--- config.mk ---
export PLATFORM = sky130hd
export DESIGN_NAME = fetch_ctrl_flat
export DESIGN_NICKNAME = d
export VERILOG_FILES = /design/src/rtl/fetch_ctrl_if.sv /design/src/rtl/fetch_ctrl.sv /design/src/flat_wrapper.sv
export SDC_FILE = /design/constraint.sdc
export NUM_CORES = 1
export LEC_CHECK = 0
export ABC_CLOCK_PERIOD_IN_PS = 2100
export CORE_MARGIN = 1
export CORE_UTILIZATION = 47
export DETAILED_ROUTE_END_ITERATION = 12
export MAX_ROUTING_LAYER = met4
export PLACE_DENSITY_LB_ADDON = 0.25
export RECOVER_POWER = 25
export SLEW_MARGIN = 20
export SYNTH_ARGS = -nofsm -noshare
export SYNTH_HDL_FRONTEND = slang
export SYNTH_SLANG_ARGS = --single-unit
--- constraint.sdc ---
create_clock -name clk -period 2.1 [get_ports clk]
set_input_delay 0.42 -clock clk [delete_from_list [all_inputs] [get_ports clk]]
set_output_delay 0.42 -clock clk [all_outputs]
set_load 0.01 [all_outputs]
--- src/rtl/fetch_ctrl_if.sv ---
// Instruction-memory request/acknowledge bundle between fetch_ctrl and imem.
interface fetch_ctrl_if;
    logic        imem_req;
    logic [31:0] imem_addr;
    logic        imem_ack;
    logic [31:0] imem_rdata;

    // Fetch sequencer side: issues requests, receives the acknowledge and data.
    modport master (
        output imem_req,
        output imem_addr,
        input  imem_ack,
        input  imem_rdata
    );

    // Memory side: observes requests, returns the acknowledge and data.
    modport slave (
        input  imem_req,
        input  imem_addr,
        output imem_ack,
        output imem_rdata
    );
endinterface

--- src/rtl/fetch_ctrl.sv ---
// Instruction-fetch sequencer. Owns the architectural PC, runs the imem
// request/acknowledge handshake, presents fetched words to decode and applies
// branch redirects and decode stalls.
module fetch_ctrl #(
    parameter logic [31:0] RESET_PC = 32'h0000_0000,
    parameter int unsigned PC_STEP  = 4
) (
    input  logic         clk,
    input  logic         rst_n,
    fetch_ctrl_if.master imem,
    input  logic         br_taken,
    input  logic [31:0]  br_target,
    input  logic         stall,
    output logic         if_valid,
    output logic [31:0]  if_inst,
    output logic [31:0]  if_pc,
    output logic [31:0]  pc
);

    typedef enum logic [1:0] {
        IDLE,
        FETCH,
        ISSUE,
        FLUSH
    } state_t;

    state_t      r_state;
    logic [31:0] r_pc;
    logic [31:0] r_redirect;
    logic [31:0] r_inst;
    logic [31:0] r_if_pc;
    logic        r_req;
    logic        r_valid;

    logic [31:0] w_pc_seq;
    logic [31:0] w_flush_target;

    // Sequential successor address; 32-bit wrap is intentional.
    assign w_pc_seq       = r_pc + PC_STEP;
    // A redirect arriving together with the flush ack supersedes the latched one.
    assign w_flush_target = br_taken ? br_target : r_redirect;

    // Fetch state machine: state, PC, redirect latch and registered outputs.
    always_ff @(posedge clk or negedge rst_n) begin
        if (!rst_n) begin
            r_state    <= IDLE;
            r_pc       <= RESET_PC;
            r_redirect <= '0;
            r_inst     <= '0;
            r_if_pc    <= '0;
            r_req      <= 1'b0;
            r_valid    <= 1'b0;
        end else begin
            case (r_state)
                IDLE: begin
                    // One bubble after reset; acks seen here are ignored.
                    r_state <= FETCH;
                    r_req   <= 1'b1;
                end
                FETCH: begin
                    if (imem.imem_ack) begin
                        if (br_taken) begin
                            // Wrong-path word dropped; fetch the target next.
                            r_pc <= br_target;
                        end else begin
                            r_inst  <= imem.imem_rdata;
                            r_if_pc <= r_pc;
                            r_valid <= 1'b1;
                            r_pc    <= w_pc_seq;
                            r_req   <= 1'b0;
                            r_state <= ISSUE;
                        end
                    end else if (br_taken) begin
                        // Request cannot be withdrawn: park the target until the ack.
                        r_redirect <= br_target;
                        r_state    <= FLUSH;
                    end
                end
                FLUSH: begin
                    if (imem.imem_ack) begin
                        r_pc    <= w_flush_target;
                        r_state <= FETCH;
                    end else if (br_taken) begin
                        r_redirect <= br_target;
                    end
                end
                ISSUE: begin
                    if (br_taken) begin
                        r_valid <= 1'b0;
                        r_pc    <= br_target;
                        r_req   <= 1'b1;
                        r_state <= FETCH;
                    end else if (!stall) begin
                        r_valid <= 1'b0;
                        r_req   <= 1'b1;
                        r_state <= FETCH;
                    end
                end
                default: begin
                    r_state <= IDLE;
                    r_req   <= 1'b0;
                    r_valid <= 1'b0;
                end
            endcase
        end
    end

    assign imem.imem_req  = r_req;
    assign imem.imem_addr = r_pc;
    assign if_valid       = r_valid;
    assign if_inst        = r_inst;
    assign if_pc          = r_if_pc;
    assign pc             = r_pc;

    // Address must stay frozen while a request waits for its ack.
    a_addr_stable: assert property (
        @(posedge clk) disable iff (!rst_n)
        (r_req && !imem.imem_ack) |=> $stable(r_pc)
    );

    // A redirect cycle never produces a new instruction.
    a_no_issue_on_branch: assert property (
        @(posedge clk) disable iff (!rst_n)
        br_taken |=> !$rose(r_valid)
    );

endmodule

--- src/flat_wrapper.sv ---
// flat-port wrapper written by rule: the top's interface ports become plain ports
module fetch_ctrl_flat 
#(
    parameter logic [31:0] RESET_PC = 32'h0000_0000,
    parameter int unsigned PC_STEP  = 4
)
  (clk, rst_n, br_taken, br_target, stall, if_valid, if_inst, if_pc, pc, imem_imem_req, imem_imem_addr, imem_imem_ack, imem_imem_rdata);
  fetch_ctrl_if imem_i ();
  input  logic clk;
  input  logic rst_n;
  input  logic br_taken;
  input  logic [31:0] br_target;
  input  logic stall;
  output logic if_valid;
  output logic [31:0] if_inst;
  output logic [31:0] if_pc;
  output logic [31:0] pc;
  output wire logic [$bits(imem_i.imem_req)-1:0] imem_imem_req;
  output wire logic [$bits(imem_i.imem_addr)-1:0] imem_imem_addr;
  input wire logic [$bits(imem_i.imem_ack)-1:0] imem_imem_ack;
  input wire logic [$bits(imem_i.imem_rdata)-1:0] imem_imem_rdata;
  assign imem_imem_req = imem_i.imem_req;
  assign imem_imem_addr = imem_i.imem_addr;
  assign imem_i.imem_ack = imem_imem_ack;
  assign imem_i.imem_rdata = imem_imem_rdata;
  fetch_ctrl #(.RESET_PC(RESET_PC), .PC_STEP(PC_STEP)) u_core (.clk(clk), .rst_n(rst_n), .imem(imem_i), .br_taken(br_taken), .br_target(br_target), .stall(stall), .if_valid(if_valid), .if_inst(if_inst), .if_pc(if_pc), .pc(pc));
endmodule
==> results.md <==
- Finish-stage setup viols: 0
- Final wirelength: 18650 um
- Layout area overhead: 46.45%
- Post-synth cell types: 56
- Placer Congestion: 0.9043
- Syn_nets: 650
- Met2 usage: 47.58%
- CP Launch Type: register
- Leak pwr: 3.978 nW
- Post-CTS setup buffers: 0
- Starting DRT DRC Count: 336
- H-tree depth: 4
- Min-delay src: br_taken
- Post-synthesis adder-cell area fraction: 0.1923%
- Post-synthesis sequential area ratio: 50.78%
- Initial Util: 48.73%
- CTS root buffer: clkbuf_16
- Synth Instances: 580
- RSZ-0062 raised after global routing: no
- FF-to-FF setup slack: 0.15 ns
- Post-detailed-placement half-perimeter wirelength: 13410 um
- Status: complete, no violations
- IO Port Bufs: 198
- Initial antenna violation count: 0
- WL per Instance: 19.05 um
- Max VDD drop: 674.6 uV
- Peak-usage layer in the global routing report: met2
- First-pass GRT wire length: 29550 um
- Nets: 860
- Met1 usage: 31.20%
- Die outline width: 119.6 um
- Vias: 5626
- Setup tns final: 0 ns
- Synth area leaders: dfrtp_1 51%, mux2_2 17%, buf_4 3.9%, a21oi_1 2.5%, a22o_1 2.3%
- Ys async rst share: 100.0%
- Critical path origin: u_core.imem.imem_addr[19]$_DFFE_PN0P_
- Slew Limit Fails: 0
- Pre-CTS setup slack: -0.1400 ns
- GRT Overall Usage: 27.63%
- Gr ovfl total: 0
- Mux contribution to synthesized area: 16.93%
- Final count of hold timing violations: 0
- Die area: 14310 um2
- Max-Slew Margin vs Limit: 31.89%
- Drt first pass iters: 4
- Compound-cell area share of the yosys netlist: 15.60%
- Synth Warn #: 0
- # rows: 42
- CTS Buf Count: 17
- Share of cells above drive strength 1: 25.03%
- Critical path fanouts, max: 4
- Met3 usage: 4.658%
- Top Ports: 199
- Kind of end point of the critical path: register
- Vias in the first global route: 5751
- Post-route minimum period: 1.953 ns
- Average size of a mapped cell: 11.22 um2
- Largest net degree at the start of global routing: 53
- Largest family of logic cells by synthesized area: multiplexers
- Via density per instance: 5.747
- Die Span Y: 119.6 um
- Tightest Pin Transition: 1.022 ns
- Remaining antenna violation count: 0
- CTS tree: built
- Max Clock Freq: 512.0 MHz
- Worst min path class: in -> reg
- Clock skew: 0.005838 ns
- Synthesized area: 6505 um2
- Clk Latency, worst-skew pair: 0.42 ns
- Final period utilization: 93.01%
- Clock-pin slew on the worst setup and hold paths: 0.06 ns
- # DRC: 0
- Clk buf depth: 2
- Top cell type's share of synthesized area: 50.78%
- Post-Synth Simple-Gate Area: 9.560%
- # clock sinks: 132
- Post-synth EDFFs: 0
- Worst Path Arrival: 2.25 ns
- Synth Register Bits: 132
- Xor-xnor portion of the synthesized cell area: 0.1346%
- Max Cap Viol: 0
- Core ar.: 13350 um2
- CP required: 2.40 ns
- Pwr/cell area: 1179 nW/um2
- Top FF cell, synth: dfrtp_1
- CP Class: reg -> reg
- Antenna Cells: 0
- Critical R2R Launch: u_core.imem.imem_addr[19]$_DFFE_PN0P_
- Yosys top cell by area: dfrtp_1
- Final WS setup: 0.1469 ns
[registers in the layout, summed over array words and instances (netlist names)]
register,cells
u_core.if_pc,32
u_core.r_redirect,32
u_core.if_valid,1
u_core.r_state,2
u_core.imem.imem_req,1
u_core.imem.imem_addr,32
u_core.if_inst,32
[cell usage after synthesis, types with 8 or more instances]
library cell and number:
a211oi_1 15, mux2_2 96, nand4_1 8, nand2_1 18
nand3_1 11, o21ai_0 23, a21oi_1 32, nor3_1 12
dfrtp_1 132, inv_1 11, and3_1 8, a21o_1 8
nor2_1 38, clkbuf_1 22, a22o_1 17, buf_4 34
buf_2 8
[repair_timing]
item / CTS / global route
endpoints found under the setup margin: 0 / 6
hold buffers: 1 / 0
hold endpoints to repair: 15 / 0
resized for setup: 0 / 2
[placed cells by master (no fill, tap or decap), types with 5 or more instances in the layout]
master,count
o21ai_0,23
nor3_1,12
nand4_1,8
a21oi_1,32
a211oi_1,15
mux2_2,96
inv_1,11
a21o_1,8
nor2_1,36
o22ai_1,5
o31ai_1,6
clkinvlp_4,5
nand2_1,18
and3_1,8
a22oi_1,6
a31oi_1,5
clkbuf_16,17
nand3_1,11
a22o_1,17
buf_4,54
and2_1,5
dfrtp_1,132
clkdlybuf4s50_1,196
bufinv_16,6
buf_12,6
[metrics by stage]
step,instance area [um2],hold WS (ns),utilization (%),total power [mW],std cells
3_3_place_gp,8851,0.3161,66.31,7.761,946
4_1_cts,9534,0.4285,71.43,11.30,979
5_1_grt,9527,0.4652,71.37,11.74,979
6_report,9527,0.4777,71.37,11.23,979
3_5_place_dp,8851,0.3166,66.31,7.891,946
2_1_floorplan,6505,0.1244,-,5.600,580
[worst paths after layout]
| kind | to | cells after the start |
|---|---|---|
| setup / recovery | u_core.imem.imem_addr[31]$_DFFE_PN0P_ | 5 |
| hold / removal | u_core.if_valid$_DFFE_PN0P_ | 3 |
| setup reg to reg | u_core.imem.imem_addr[31]$_DFFE_PN0P_ | 5 |
| hold reg to reg | u_core.r_redirect[30]$_DFFE_PN0P_ | 1 |
| max in group asynchronous | u_core.if_pc[15]$_DFFE_PN0P_ | 3 |
| min in group asynchronous | u_core.r_redirect[28]$_DFFE_PN0P_ | 2 |
[power breakdown]
part           leakage (nW)  total (mW)  internal (mW)  switching, mW
logic                  2.11        4.09           2.40           1.70
registers              1.56        3.77           3.30          0.467
clock network         0.309        3.37           2.26           1.11
[area by class of cell]
type | count | area (um2)
Fill cell | 1009 | 3821
Multi-Input combinational cell | 368 | 2771
Sequential cell | 132 | 3303
Inverter | 11 | 41.29
Timing Repair Buffer | 260 | 2517
Clock buffer | 20 | 446.7
Tap cell | 176 | 220.2
Clock inverter | 12 | 226.5
[cells by family after synthesis]
| group | after synthesis |
|---|---|
| AO/OA/AOI/OAI | 146 |
| XOR/XNOR | 1 |
| adder cells (fa/ha/maj) | 1 |
| buffers and inverters | 80 |
| flip-flops | 132 |
| multiplexers | 98 |
| AND/OR/NAND/NOR | 122 |
[routing by layer]
layer	share of wire, %	up-vias	routed length, um
met2	53	234	9885
met1	39	2821	7235
met4	3.1	0	580
li1	-	2536	-
met5	0	-	0
met3	5.1	35	952
[worst max-delay path: stages (launching register included)]
cell and delay, ns:
dfrtp_1 0.35, nand4_1 0.13, or4_4 0.57, or4_4 0.54, o21ai_0 0.16, a2bb2oi_1 0.08
Power figures use the tool's default switching activity.
